<file path="config.mk">
export PLATFORM = sky130hd
export DESIGN_NAME = operand_fetch
export DESIGN_NICKNAME = d
export VERILOG_FILES = /design/src/rtl/operand_fetch_pkg.sv /design/src/rtl/operand_fetch_ea_calc.sv /design/src/rtl/operand_fetch.sv
export SDC_FILE = /design/constraint.sdc
export NUM_CORES = 1
export LEC_CHECK = 0
export CORE_ASPECT_RATIO = 0.8
export CORE_UTILIZATION = 48
export DETAILED_ROUTE_END_ITERATION = 6
export GPL_ROUTABILITY_DRIVEN = 0
export PLACE_DENSITY = 0.73
export SYNTH_ARGS = -nofsm -noshare
export SYNTH_HDL_FRONTEND = slang
export SYNTH_SLANG_ARGS = --single-unit
</file>
<file path="constraint.sdc">
create_clock -name clk -period 8.3 [get_ports clk]
set_input_delay 1.245 -clock clk [delete_from_list [all_inputs] [get_ports clk]]
set_output_delay 1.245 -clock clk [all_outputs]
set_load 0.05 [all_outputs]
</file>
<file path="src/rtl/operand_fetch_pkg.sv">
// Shared addressing-mode definitions for the operand fetch unit.
// Holds the MODE_* encoding seen on the decode interface, the fetch FSM
// state encoding, default widths and small decode helpers.
package operand_fetch_pkg;

  localparam int OF_ADDR_WIDTH = 24;
  localparam int OF_REG_WIDTH  = 32;

  // Largest operand byte count; larger requests are clipped to this.
  localparam logic [1:0] MAX_OPERAND_BYTES = 2'd3;

  typedef enum logic [3:0] {
    MODE_NONE           = 4'd0,
    MODE_A              = 4'd1,
    MODE_IMMEDIATE      = 4'd2,
    MODE_ZP             = 4'd3,
    MODE_INDEXED_X      = 4'd4,
    MODE_ABSOLUTE       = 4'd5,
    MODE_ABSOLUTE_X     = 4'd6,
    MODE_ABSOLUTE_Y     = 4'd7,
    MODE_INDIRECT_X     = 4'd8,
    MODE_INDIRECT_Y     = 4'd9,
    MODE_STACK_RELATIVE = 4'd10
  } mode_e;

  typedef enum logic [2:0] {
    ST_IDLE      = 3'd0,
    ST_FETCH_OP  = 3'd1,
    ST_FETCH_PTR = 3'd2,
    ST_CALC      = 3'd3,
    ST_DONE      = 3'd4
  } state_e;

  // Operand byte count 0..7 mapped onto 0..3.
  function automatic logic [1:0] clip_bytes(input logic [2:0] n);
    return (n > 3'd3) ? MAX_OPERAND_BYTES : n[1:0];
  endfunction

  // Modes that follow a zero-page pointer after the operand bytes.
  function automatic logic is_indirect(input mode_e m);
    return (m == MODE_INDIRECT_X) || (m == MODE_INDIRECT_Y);
  endfunction

endpackage

</file>
<file path="src/rtl/operand_fetch_ea_calc.sv">
// Effective-address adder/mux used in the CALC state.
// Ports:
//   mode_i   latched addressing mode
//   op_i     assembled little-endian operand
//   pc_i     address of the first operand byte
//   x_i/y_i  index registers, already truncated to address width
//   ptr_i    16-bit pointer read from zero page (indirect modes)
//   ea_o     resolved effective address, modulo 2^ADDR_WIDTH
module operand_fetch_ea_calc
  import operand_fetch_pkg::*;
#(
  parameter int ADDR_WIDTH = OF_ADDR_WIDTH
) (
  input  mode_e                 mode_i,
  input  logic [ADDR_WIDTH-1:0] op_i,
  input  logic [ADDR_WIDTH-1:0] pc_i,
  input  logic [ADDR_WIDTH-1:0] x_i,
  input  logic [ADDR_WIDTH-1:0] y_i,
  input  logic [15:0]           ptr_i,
  output logic [ADDR_WIDTH-1:0] ea_o
);

  logic [7:0]            zpx_s;
  logic [ADDR_WIDTH-1:0] ptr_ext_s;

  // Zero-page indexing wraps inside page zero, so the add is only 8 bits wide.
  assign zpx_s     = op_i[7:0] + x_i[7:0];
  assign ptr_ext_s = {{(ADDR_WIDTH-16){1'b0}}, ptr_i};

  // Mode mux; all sums truncate to the address width.
  always_comb begin
    ea_o = '0;
    case (mode_i)
      MODE_ZP:         ea_o = {{(ADDR_WIDTH-8){1'b0}}, op_i[7:0]};
      MODE_INDEXED_X:  ea_o = {{(ADDR_WIDTH-8){1'b0}}, zpx_s};
      MODE_ABSOLUTE:   ea_o = op_i;
      MODE_ABSOLUTE_X: ea_o = op_i + x_i;
      MODE_ABSOLUTE_Y: ea_o = op_i + y_i;
      MODE_INDIRECT_X: ea_o = ptr_ext_s;
      MODE_INDIRECT_Y: ea_o = ptr_ext_s + y_i;
      MODE_IMMEDIATE:  ea_o = pc_i;
      default:         ea_o = '0;
    endcase
  end

endmodule

</file>
<file path="src/rtl/operand_fetch.sv">
// Operand fetch unit between decode and execute.
// Reads 0..3 operand bytes after the opcode, follows a zero-page pointer for
// the indirect modes, and presents operand, effective address and next PC.
// Ports:
//   clk, reset          clock, synchronous active-high reset
//   start               one-cycle request, honoured only in IDLE
//   mode, extra_bytes   addressing mode and operand byte count (latched)
//   pc, reg_x, reg_y    first operand address and index registers (latched)
//   mem_address, mem_bus_enable, mem_read_data, mem_data_ready
//                       byte-wide read port, one read outstanding
//   operand, effective_address, next_pc
//                       results, valid from done and held afterwards
//   busy, done          activity flag and one-cycle completion pulse
module operand_fetch
  import operand_fetch_pkg::*;
#(
  parameter int ADDR_WIDTH = OF_ADDR_WIDTH,
  parameter int REG_WIDTH  = OF_REG_WIDTH
) (
  input  logic                  clk,
  input  logic                  reset,
  input  logic                  start,
  input  logic [3:0]            mode,
  input  logic [2:0]            extra_bytes,
  input  logic [ADDR_WIDTH-1:0] pc,
  input  logic [REG_WIDTH-1:0]  reg_x,
  input  logic [REG_WIDTH-1:0]  reg_y,
  output logic [ADDR_WIDTH-1:0] mem_address,
  output logic                  mem_bus_enable,
  input  logic [7:0]            mem_read_data,
  input  logic                  mem_data_ready,
  output logic [ADDR_WIDTH-1:0] operand,
  output logic [ADDR_WIDTH-1:0] effective_address,
  output logic [ADDR_WIDTH-1:0] next_pc,
  output logic                  busy,
  output logic                  done
);

  state_e                state_q, state_d;
  mode_e                 mode_q, mode_d;
  logic [1:0]            nbytes_q, nbytes_d;
  logic [1:0]            idx_q, idx_d;
  logic                  ptr_sel_q, ptr_sel_d;
  logic [ADDR_WIDTH-1:0] pc_q, pc_d;
  logic [ADDR_WIDTH-1:0] x_q, x_d;
  logic [ADDR_WIDTH-1:0] y_q, y_d;
  logic [ADDR_WIDTH-1:0] addr_q, addr_d;
  logic [ADDR_WIDTH-1:0] op_q, op_d;
  logic [7:0]            ptr_lo_q, ptr_lo_d;
  logic [7:0]            ptr_hi_q, ptr_hi_d;
  logic [ADDR_WIDTH-1:0] operand_q, operand_d;
  logic [ADDR_WIDTH-1:0] ea_q, ea_d;
  logic [ADDR_WIDTH-1:0] npc_q, npc_d;

  logic [ADDR_WIDTH-1:0] op_merged_s;
  logic [7:0]            ptr_base_s;
  logic [ADDR_WIDTH-1:0] ea_s;
  logic                  unused_s;

  // Only the low address-width bits of the index registers take part.
  assign unused_s = ^{reg_x[REG_WIDTH-1:ADDR_WIDTH], reg_y[REG_WIDTH-1:ADDR_WIDTH]};

  function automatic logic [ADDR_WIDTH-1:0] zp_addr(input logic [7:0] b);
    return {{(ADDR_WIDTH-8){1'b0}}, b};
  endfunction

  // Operand with the byte arriving this cycle inserted at its little-endian slot.
  always_comb begin
    op_merged_s = op_q;
    op_merged_s[{idx_q, 3'b000} +: 8] = mem_read_data;
  end

  // Pointer base uses the freshly merged byte so the pointer read follows the
  // last operand byte with no bubble.
  assign ptr_base_s = op_merged_s[7:0] + ((mode_q == MODE_INDIRECT_X) ? x_q[7:0] : 8'h00);

  operand_fetch_ea_calc #(
    .ADDR_WIDTH(ADDR_WIDTH)
  ) u_ea_calc (
    .mode_i (mode_q),
    .op_i   (op_q),
    .pc_i   (pc_q),
    .x_i    (x_q),
    .y_i    (y_q),
    .ptr_i  ({ptr_hi_q, ptr_lo_q}),
    .ea_o   (ea_s)
  );

  // Next-state and datapath update for the fetch sequence.
  always_comb begin
    state_d   = state_q;
    mode_d    = mode_q;
    nbytes_d  = nbytes_q;
    idx_d     = idx_q;
    ptr_sel_d = ptr_sel_q;
    pc_d      = pc_q;
    x_d       = x_q;
    y_d       = y_q;
    addr_d    = addr_q;
    op_d      = op_q;
    ptr_lo_d  = ptr_lo_q;
    ptr_hi_d  = ptr_hi_q;
    operand_d = operand_q;
    ea_d      = ea_q;
    npc_d     = npc_q;
    case (state_q)
      ST_IDLE: begin
        if (start) begin
          mode_d    = mode_e'(mode);
          nbytes_d  = clip_bytes(extra_bytes);
          pc_d      = pc;
          x_d       = reg_x[ADDR_WIDTH-1:0];
          y_d       = reg_y[ADDR_WIDTH-1:0];
          addr_d    = pc;
          idx_d     = 2'd0;
          ptr_sel_d = 1'b0;
          op_d      = '0;
          ptr_lo_d  = 8'h00;
          ptr_hi_d  = 8'h00;
          state_d   = (clip_bytes(extra_bytes) != 2'd0) ? ST_FETCH_OP : ST_CALC;
        end else begin
          state_d = ST_IDLE;
        end
      end
      ST_FETCH_OP: begin
        if (mem_data_ready) begin
          op_d = op_merged_s;
          if (idx_q == (nbytes_q - 2'd1)) begin
            if (is_indirect(mode_q)) begin
              addr_d  = zp_addr(ptr_base_s);
              state_d = ST_FETCH_PTR;
            end else begin
              state_d = ST_CALC;
            end
          end else begin
            idx_d  = idx_q + 2'd1;
            addr_d = addr_q + {{(ADDR_WIDTH-1){1'b0}}, 1'b1};
          end
        end else begin
          state_d = ST_FETCH_OP;
        end
      end
      ST_FETCH_PTR: begin
        if (mem_data_ready) begin
          if (!ptr_sel_q) begin
            ptr_lo_d  = mem_read_data;
            ptr_sel_d = 1'b1;
            // High pointer byte wraps within page zero.
            addr_d    = zp_addr(addr_q[7:0] + 8'h01);
          end else begin
            ptr_hi_d = mem_read_data;
            state_d  = ST_CALC;
          end
        end else begin
          state_d = ST_FETCH_PTR;
        end
      end
      ST_CALC: begin
        operand_d = op_q;
        ea_d      = ea_s;
        npc_d     = pc_q + {{(ADDR_WIDTH-2){1'b0}}, nbytes_q};
        state_d   = ST_DONE;
      end
      ST_DONE: begin
        state_d = ST_IDLE;
      end
      default: begin
        state_d = ST_IDLE;
      end
    endcase
  end

  // State and datapath registers; reset aborts any fetch in flight.
  always_ff @(posedge clk) begin
    if (reset) begin
      state_q   <= ST_IDLE;
      mode_q    <= MODE_NONE;
      nbytes_q  <= 2'd0;
      idx_q     <= 2'd0;
      ptr_sel_q <= 1'b0;
      pc_q      <= '0;
      x_q       <= '0;
      y_q       <= '0;
      addr_q    <= '0;
      op_q      <= '0;
      ptr_lo_q  <= 8'h00;
      ptr_hi_q  <= 8'h00;
      operand_q <= '0;
      ea_q      <= '0;
      npc_q     <= '0;
    end else begin
      state_q   <= state_d;
      mode_q    <= mode_d;
      nbytes_q  <= nbytes_d;
      idx_q     <= idx_d;
      ptr_sel_q <= ptr_sel_d;
      pc_q      <= pc_d;
      x_q       <= x_d;
      y_q       <= y_d;
      addr_q    <= addr_d;
      op_q      <= op_d;
      ptr_lo_q  <= ptr_lo_d;
      ptr_hi_q  <= ptr_hi_d;
      operand_q <= operand_d;
      ea_q      <= ea_d;
      npc_q     <= npc_d;
    end
  end

  // Status and bus strobes decode directly from the state register.
  assign mem_bus_enable    = (state_q == ST_FETCH_OP) || (state_q == ST_FETCH_PTR);
  assign busy              = mem_bus_enable || (state_q == ST_CALC);
  assign done              = (state_q == ST_DONE);
  assign mem_address       = addr_q;
  assign operand           = operand_q;
  assign effective_address = ea_q;
  assign next_pc           = npc_q;

endmodule

</file>
Word-level counts from Yosys, hierarchy flattened

Index checks and enable logic that the tools add are counted.

Register bits after elaboration: 220
Bits in latches: 0
Bits in writable memories: 0
ROM bits: 0
Output and inout bits: 99
Word-level logic and storage cells: 103
Memories: 0

$add $sub $neg: 11
Multipliers: 0
Div/mod/pow operators: 0
$lt $le $gt $ge: 1
Equal/unequal tests: 22
Shift-type cells: 2
Multiplexer cells: 36
Bitwise logic cells: 0
Reduce and logical (&&, ||, !) cells: 16

Operator list:

| operator                                                               | count |
|---|---|
| 24-bit 2-to-1 mux                                                      | 8 |
| 24-bit case mux with 8 select lines                                    | 1 |
| 24-bit case mux with 3 select lines                                    | 1 |
| 24-bit adder                                                           | 2 |
| 8-bit 2-to-1 mux                                                       | 6 |
| 24-bit case mux with 2 select lines                                    | 1 |
| 8-bit case mux with 2 select lines                                     | 2 |
| 16-bit by 24-bit adder with 24-bit output                              | 1 |
| 24-bit by 1-bit adder with 24-bit output, second input constant        | 1 |
| 24-bit by 2-bit adder with 24-bit output                               | 1 |
| 24-bit bitwise mux                                                     | 1 |
| 8-bit by 7-bit variable shift with 24-bit output, first input constant | 1 |
| 8-bit by 7-bit indexed part select with 24-bit output                  | 1 |
| 8-bit adder                                                            | 2 |
| 4-bit by 3-bit == test with 1-bit output, second input constant        | 4 |
| 2-bit 2-to-1 mux                                                       | 6 |
| 3-bit 2-to-1 mux                                                       | 4 |
| 2-bit != test, second input constant                                   | 6 |
| 3-bit case mux with 4 select lines                                     | 1 |
| 4-bit AND reduction                                                    | 3 |
| 3-bit != test, second input constant                                   | 3 |
| 8-bit by 1-bit adder with 8-bit output, second input constant          | 1 |
| 4-bit by 2-bit == test with 1-bit output, second input constant        | 2 |
| 4-bit == test, second input constant                                   | 2 |
| 18 further kinds                                                       | 27 |

Logic depth before layout (Yosys ltp)

Depth after elaboration: 8
Mapped depth: 16
Mapped depth without buffers: 16

Hierarchy

A second synthesis with hierarchy kept.

Cell total of the unflattened synthesis: 1617
Area, all modules: 12697.2 um2

Modules (own cells, without submodules):

| module                | instances | cells each | area an instance (um2) |
|---|---|---|---|
| operand_fetch         | 1         | 1208       | 9679.3 |
| operand_fetch_ea_calc | 1         | 409        | 3017.9 |

Worst setup path before layout

Ideal clock, no wire load.

Kind: register to register
From: reg mode_q[3]
To: reg ea_q[16], in the netlist effective_address[16]
Setup time: 115 ps
Arrival: 3551 ps
Required time: 8185 ps
Path slack: 4634 ps
Cell stages (with the launch flop): 16
Buffers on the path: 3
Cells stage by stage: dfxtp_1 > clkbuf_1 > and3_1 > clkbuf_1 > clkbuf_1 > o21ai_0 > ha_1 > fa_1 > a211oi_2 > o211ai_1 > a21o_1 > a2111oi_2 > o31ai_1 > xnor2_1 > o221ai_1 > and2_1

Cells in the longest elaborated chain, start to end: 2
Elaborated cells on any way between the ends: 9
Those cells by class: eq/ne: 8; mux: 1

RTL lines:

| element                                                          | RTL line                    | text |
|---|---|---|
| start: declaration                                               | operand_fetch.sv:40         | `mode_e mode_q, mode_d;` |
| start signal: assignment                                         | operand_fetch.sv:193        | `mode_q <= mode_d;` |
| 4-bit by 2-bit == test with 1-bit output (tied with other cells) | operand_fetch_ea_calc.sv:33 | `case (mode_i)` |
| 24-bit case mux with 8 select lines (*)                          | operand_fetch_ea_calc.sv:33 |  |
| end signal: assignment                                           | operand_fetch.sv:189        | `ea_q <= '0;` |
| end signal: assignment                                           | operand_fetch.sv:205        | `ea_q <= ea_d;` |
| end: declaration                                                 | operand_fetch.sv:52         | `logic [ADDR_WIDTH-1:0] ea_q, ea_d;` |

Mark *: on every way between the ends. The rest lies on a longest branch, timed or not.
A chain may end at the register's enable or synchronous reset.

Worst setup path after layout

From: reg mode_q[1]
To: reg ea_q[16], in the netlist effective_address[16]

The elaborated chain is that of the path after synthesis.

==> results.txt <==
The run finished with clean final reports. On the final layout, the worst hold slack is 0.454 ns. Critical path class: reg -> reg. Ranked by total cell area, the synthesized netlist is headed by dfxtp_1 35%, nand2_1 9.3%, a21oi_1 7.2%, ha_1 6.1%, nor2_1 4.5%. The number of detailed-routing iterations run before antenna repair came out at 6. The final-report max-slew violation count is 0, and the source-to-sink clock delay at the later pin of the worst-skew pair is 0.54 ns.

Leaving out fill and tap cells, the most frequent cells in the layout are 307 x nand2_1, 220 x dfxtp_1, 188 x clkdlybuf4s50_1, 180 x a21oi_1, 148 x nor2_1. The tools report the number of levels in the clock H-tree as 1. The tools report the final worst clock skew as 0.0228 ns. The residual antenna-violating net count after detailed routing is 0. For the finished layout, the period the worst path requires is 4.11 ns.

The run gives 0 ns as the sum of negative setup slack. The cell row count came out at 52. Data on the critical path arrives at its endpoint at 4.53 ns. The logs give 11755 for the number of global-route vias before repair and 1777 for the net count after synthesis.

The most common cell after layout, fill and taps aside is nand2_1. The starting utilization of the core area was 49.1%. Setup repair after global routing left no endpoint under its margin.

Using the TritonRoute via totals, the vias-per-cell ratio works out to 6.07. Global routing finished with a remaining overflow of 0. Setup violations remaining at the end of the flow were counted as 0.

Overall track demand over capacity in global routing: 29.7%. Endpoint type of the worst setup path: a flip-flop. In the finished design, the share of the clock period the worst path needs comes to 49.6%. Before CTS, the worst setup slack after placement is 4.10 ns. At the pin with the least slew margin, the transition time is 1.02 ns. Entering global routing, the biggest net connects 93 pins. Grouping stages by cell kind, the critical path spends the most delay in compound AO/OA/AOI/OAI gates. The top-level I/O count came out at 206. In the final layout, flip-flops and latches occupy 0.00440 sq mm. The synthesized area came out at 0.0125 sq mm. Dividing total power by cell area gives a power density of 210 mW/mm^2.

The final count of hold timing violations was 0; the placed wire-length estimate after detailed placement was 29.5 mm. TritonCTS built the clock tree. The tree is rooted in a clkbuf_16. From synthesis to final layout, the design area changed by 24.1%.

The number of gates resized after CTS was 0. The primary flip-flop cell chosen by synthesis mapping is dfxtp_1. The total clock buffers created by CTS is 24, and the async set or reset register ratio after synthesis is 0%. The Yosys step of the flow raised 0 warnings.

The highest ir drop seen on vdd is 0.162 mV, and the cell total after placement is 2066. The initial antenna violation count is 0, and the setup slack of the worst register-to-register path is 4.19 ns. The final non-filler cell total is 2110, and the overall via count from detail_route is 12812.

In this run the static leakage power is 5.80 nW. No sink is reached through more buffers than the 3 on the longest clock path. The detailed router finished its first iteration with 1308 violations.

Summing all multi-input logic gate instances after layout gives 0.00760 sq mm. The element type at the critical path start was a flip-flop. The cell taking the most area after synthesis was dfxtp_1.

Among all stages on the critical path, the largest delay is contributed by fa_1. The mean post-synth cell area is 7.78 sq um, and the global-route wire length before repair is 63.6 mm. The number of nets in the final layout came out at 1913.

The layout cell share with drive strength beyond 1 is 5.34%. The maximum single-stage delay on the critical path was 0.48 ns. Across all setup checks in the final design, the least slack found is 4.19 ns. The number of antenna diodes in the final layout is 0. After synthesis, flip-flops and latches occupy 35.3% of the total area.

The signal on the critical path passes through nor2_1 -> and3_1 -> buf_4 -> mux2_2 -> fa_1 -> a211oi_2 -> o211ai_1 -> a21o_1 -> a2111oi_2 -> o31ai_1 -> xnor2_1 -> o221ai_1 -> and2_1. The number of buffers inserted by post-CTS setup repair is 0, and the count of buffers inserted at the top-level ports is 189. The overall die width is 182 microns, and the max-capacitance violation count is 0. After clock tree synthesis, the clock-pin slew on the worst setup and hold paths is 0.06 ns. The post-detailed-routing wire length is 40.5 mm, and the max-slew headroom at the worst pin is 32.2%. The die footprint was 0.0267 sq mm. The required time of the worst setup path was 8.72 ns; the die boundary height was 146 microns. Timing would allow up to 0.243 GHz. The clock drives 220 sinks. The total area inside the core boundary comes to 0.0254 sq mm. After technology mapping, the gate count stands at 1605. The tools report the number of fill cells as 2288. The count of buffer and inverter cells on the critical path is 1, and the number of hold buffers added after cts is 0. In this run, synthesis inferred 0 flip-flops with an integrated enable. Of all nets on the critical path, the largest fanout is 30.

Total power for the finished layout comes to 3.25 mW. For the DRC violations left, the log shows 0. The register bit count reported by yosys was 220; the routed wire length per instance was 19.2 microns. The post-synthesis cell type count is 76, and the share of the synthesized area in the top cell type is 35.3%.

In this run the worst hold path is classified as reg -> reg.
-- path summary, 6_finish.rpt --
path                                          startpoint                            endpoint  cells past startpoint
worst min register to register  operand[22]$_SDFFE_PP0P_            operand[22]$_SDFFE_PP0P_                      2
worst max-delay path              mode_q[1]$_SDFFE_PP0P_  effective_address[16]$_SDFFE_PP0P_                     13
worst max register to register    mode_q[1]$_SDFFE_PP0P_  effective_address[16]$_SDFFE_PP0P_                     13
worst min-delay path            operand[22]$_SDFFE_PP0P_            operand[22]$_SDFFE_PP0P_                      2
-- where the power goes --
part	switching, mW	internal (mW)	total, mW
clock	0.459	0.796	1.25
combinational	0.498	0.272	0.769
sequential	0.0969	1.13	1.23
-- cell families after synthesis --
| group | share of synthesized area, % |
|---|---|
| and+or+nand+nor | 22.3 |
| AOI/OAI and AO/OA | 25.6 |
| DFF | 35.3 |
| buffers and inverters | 3.91 |
| xor gates and xnor gates | 4.70 |
| adders and majority gates | 6.76 |
| muxes | 1.35 |
-- synth_stat cells (6+ instances only) --
library cell / instances
nand2_1: 308
dfxtp_1: 220
a21oi_1: 180
nor2_1: 148
clkbuf_1: 76
ha_1: 61
o21ai_0: 53
a22oi_1: 51
xnor2_1: 39
a211oi_1: 34
nor3_1: 33
nand3_1: 32
inv_1: 29
xor2_1: 28
a21o_1: 26
a222oi_1: 18
a31oi_1: 18
and2_1: 17
nor2b_1: 15
o21ai_1: 15
and3_1: 14
mux2_2: 12
nand4_1: 12
nand2b_1: 10
o211ai_1: 10
a221oi_1: 9
buf_2: 9
o21bai_1: 9
o221ai_1: 8
a22o_1: 6
buf_1: 6
nor3b_1: 6
o21a_1: 6
-- registers in the layout, summed over array words and instances (netlist names) --
signal and flops:
effective_address 24, idx_q 2, mem_address 24, mode_q 4, nbytes_q 2, next_pc 24
op_q 24, operand 24, pc_q 24, ptr_hi_q 8, ptr_lo_q 8, ptr_sel_q 1
state_q 3, x_q 24, y_q 24
-- tightest hold or removal path, cell delays in order, from the launching register on --
cell	delay, ns
dfxtp_1	0.31
nand2_1	0.05
a21oi_1	0.05
-- through the flow --
step / utilization (%) / cell area (sq um)
5_1_grt: 60.9 / 15500
4_1_cts: 60.9 / 15500
6_report: 60.9 / 15500
3_5_place_dp: 57.2 / 14600
2_1_floorplan: - / 12500
3_3_place_gp: 57.2 / 14600
-- cell type report --
| type | count | area share [%] |
|---|---|---|
| multi-input combinational | 1262 | 49.0 |
| inverter | 29 | 0.703 |
| clock buffer | 31 | 4.37 |
| tap | 351 | 2.84 |
| sequential | 220 | 28.4 |
| clock inverter | 13 | 1.66 |
| timing repair buffer | 204 | 12.9 |
-- metal layers --
layer / GRT usage, % / routed length, microns / up-vias
met1: 42.0 / 17700 / 6065
met3: 4.14 / 3600 / 81
li1: - / - / 6038
met4: 8.24 / 1040 / 0
met2: 47.1 / 18200 / 628
met5: 0 / 0 / -
(Power assumes the default switching activity.)
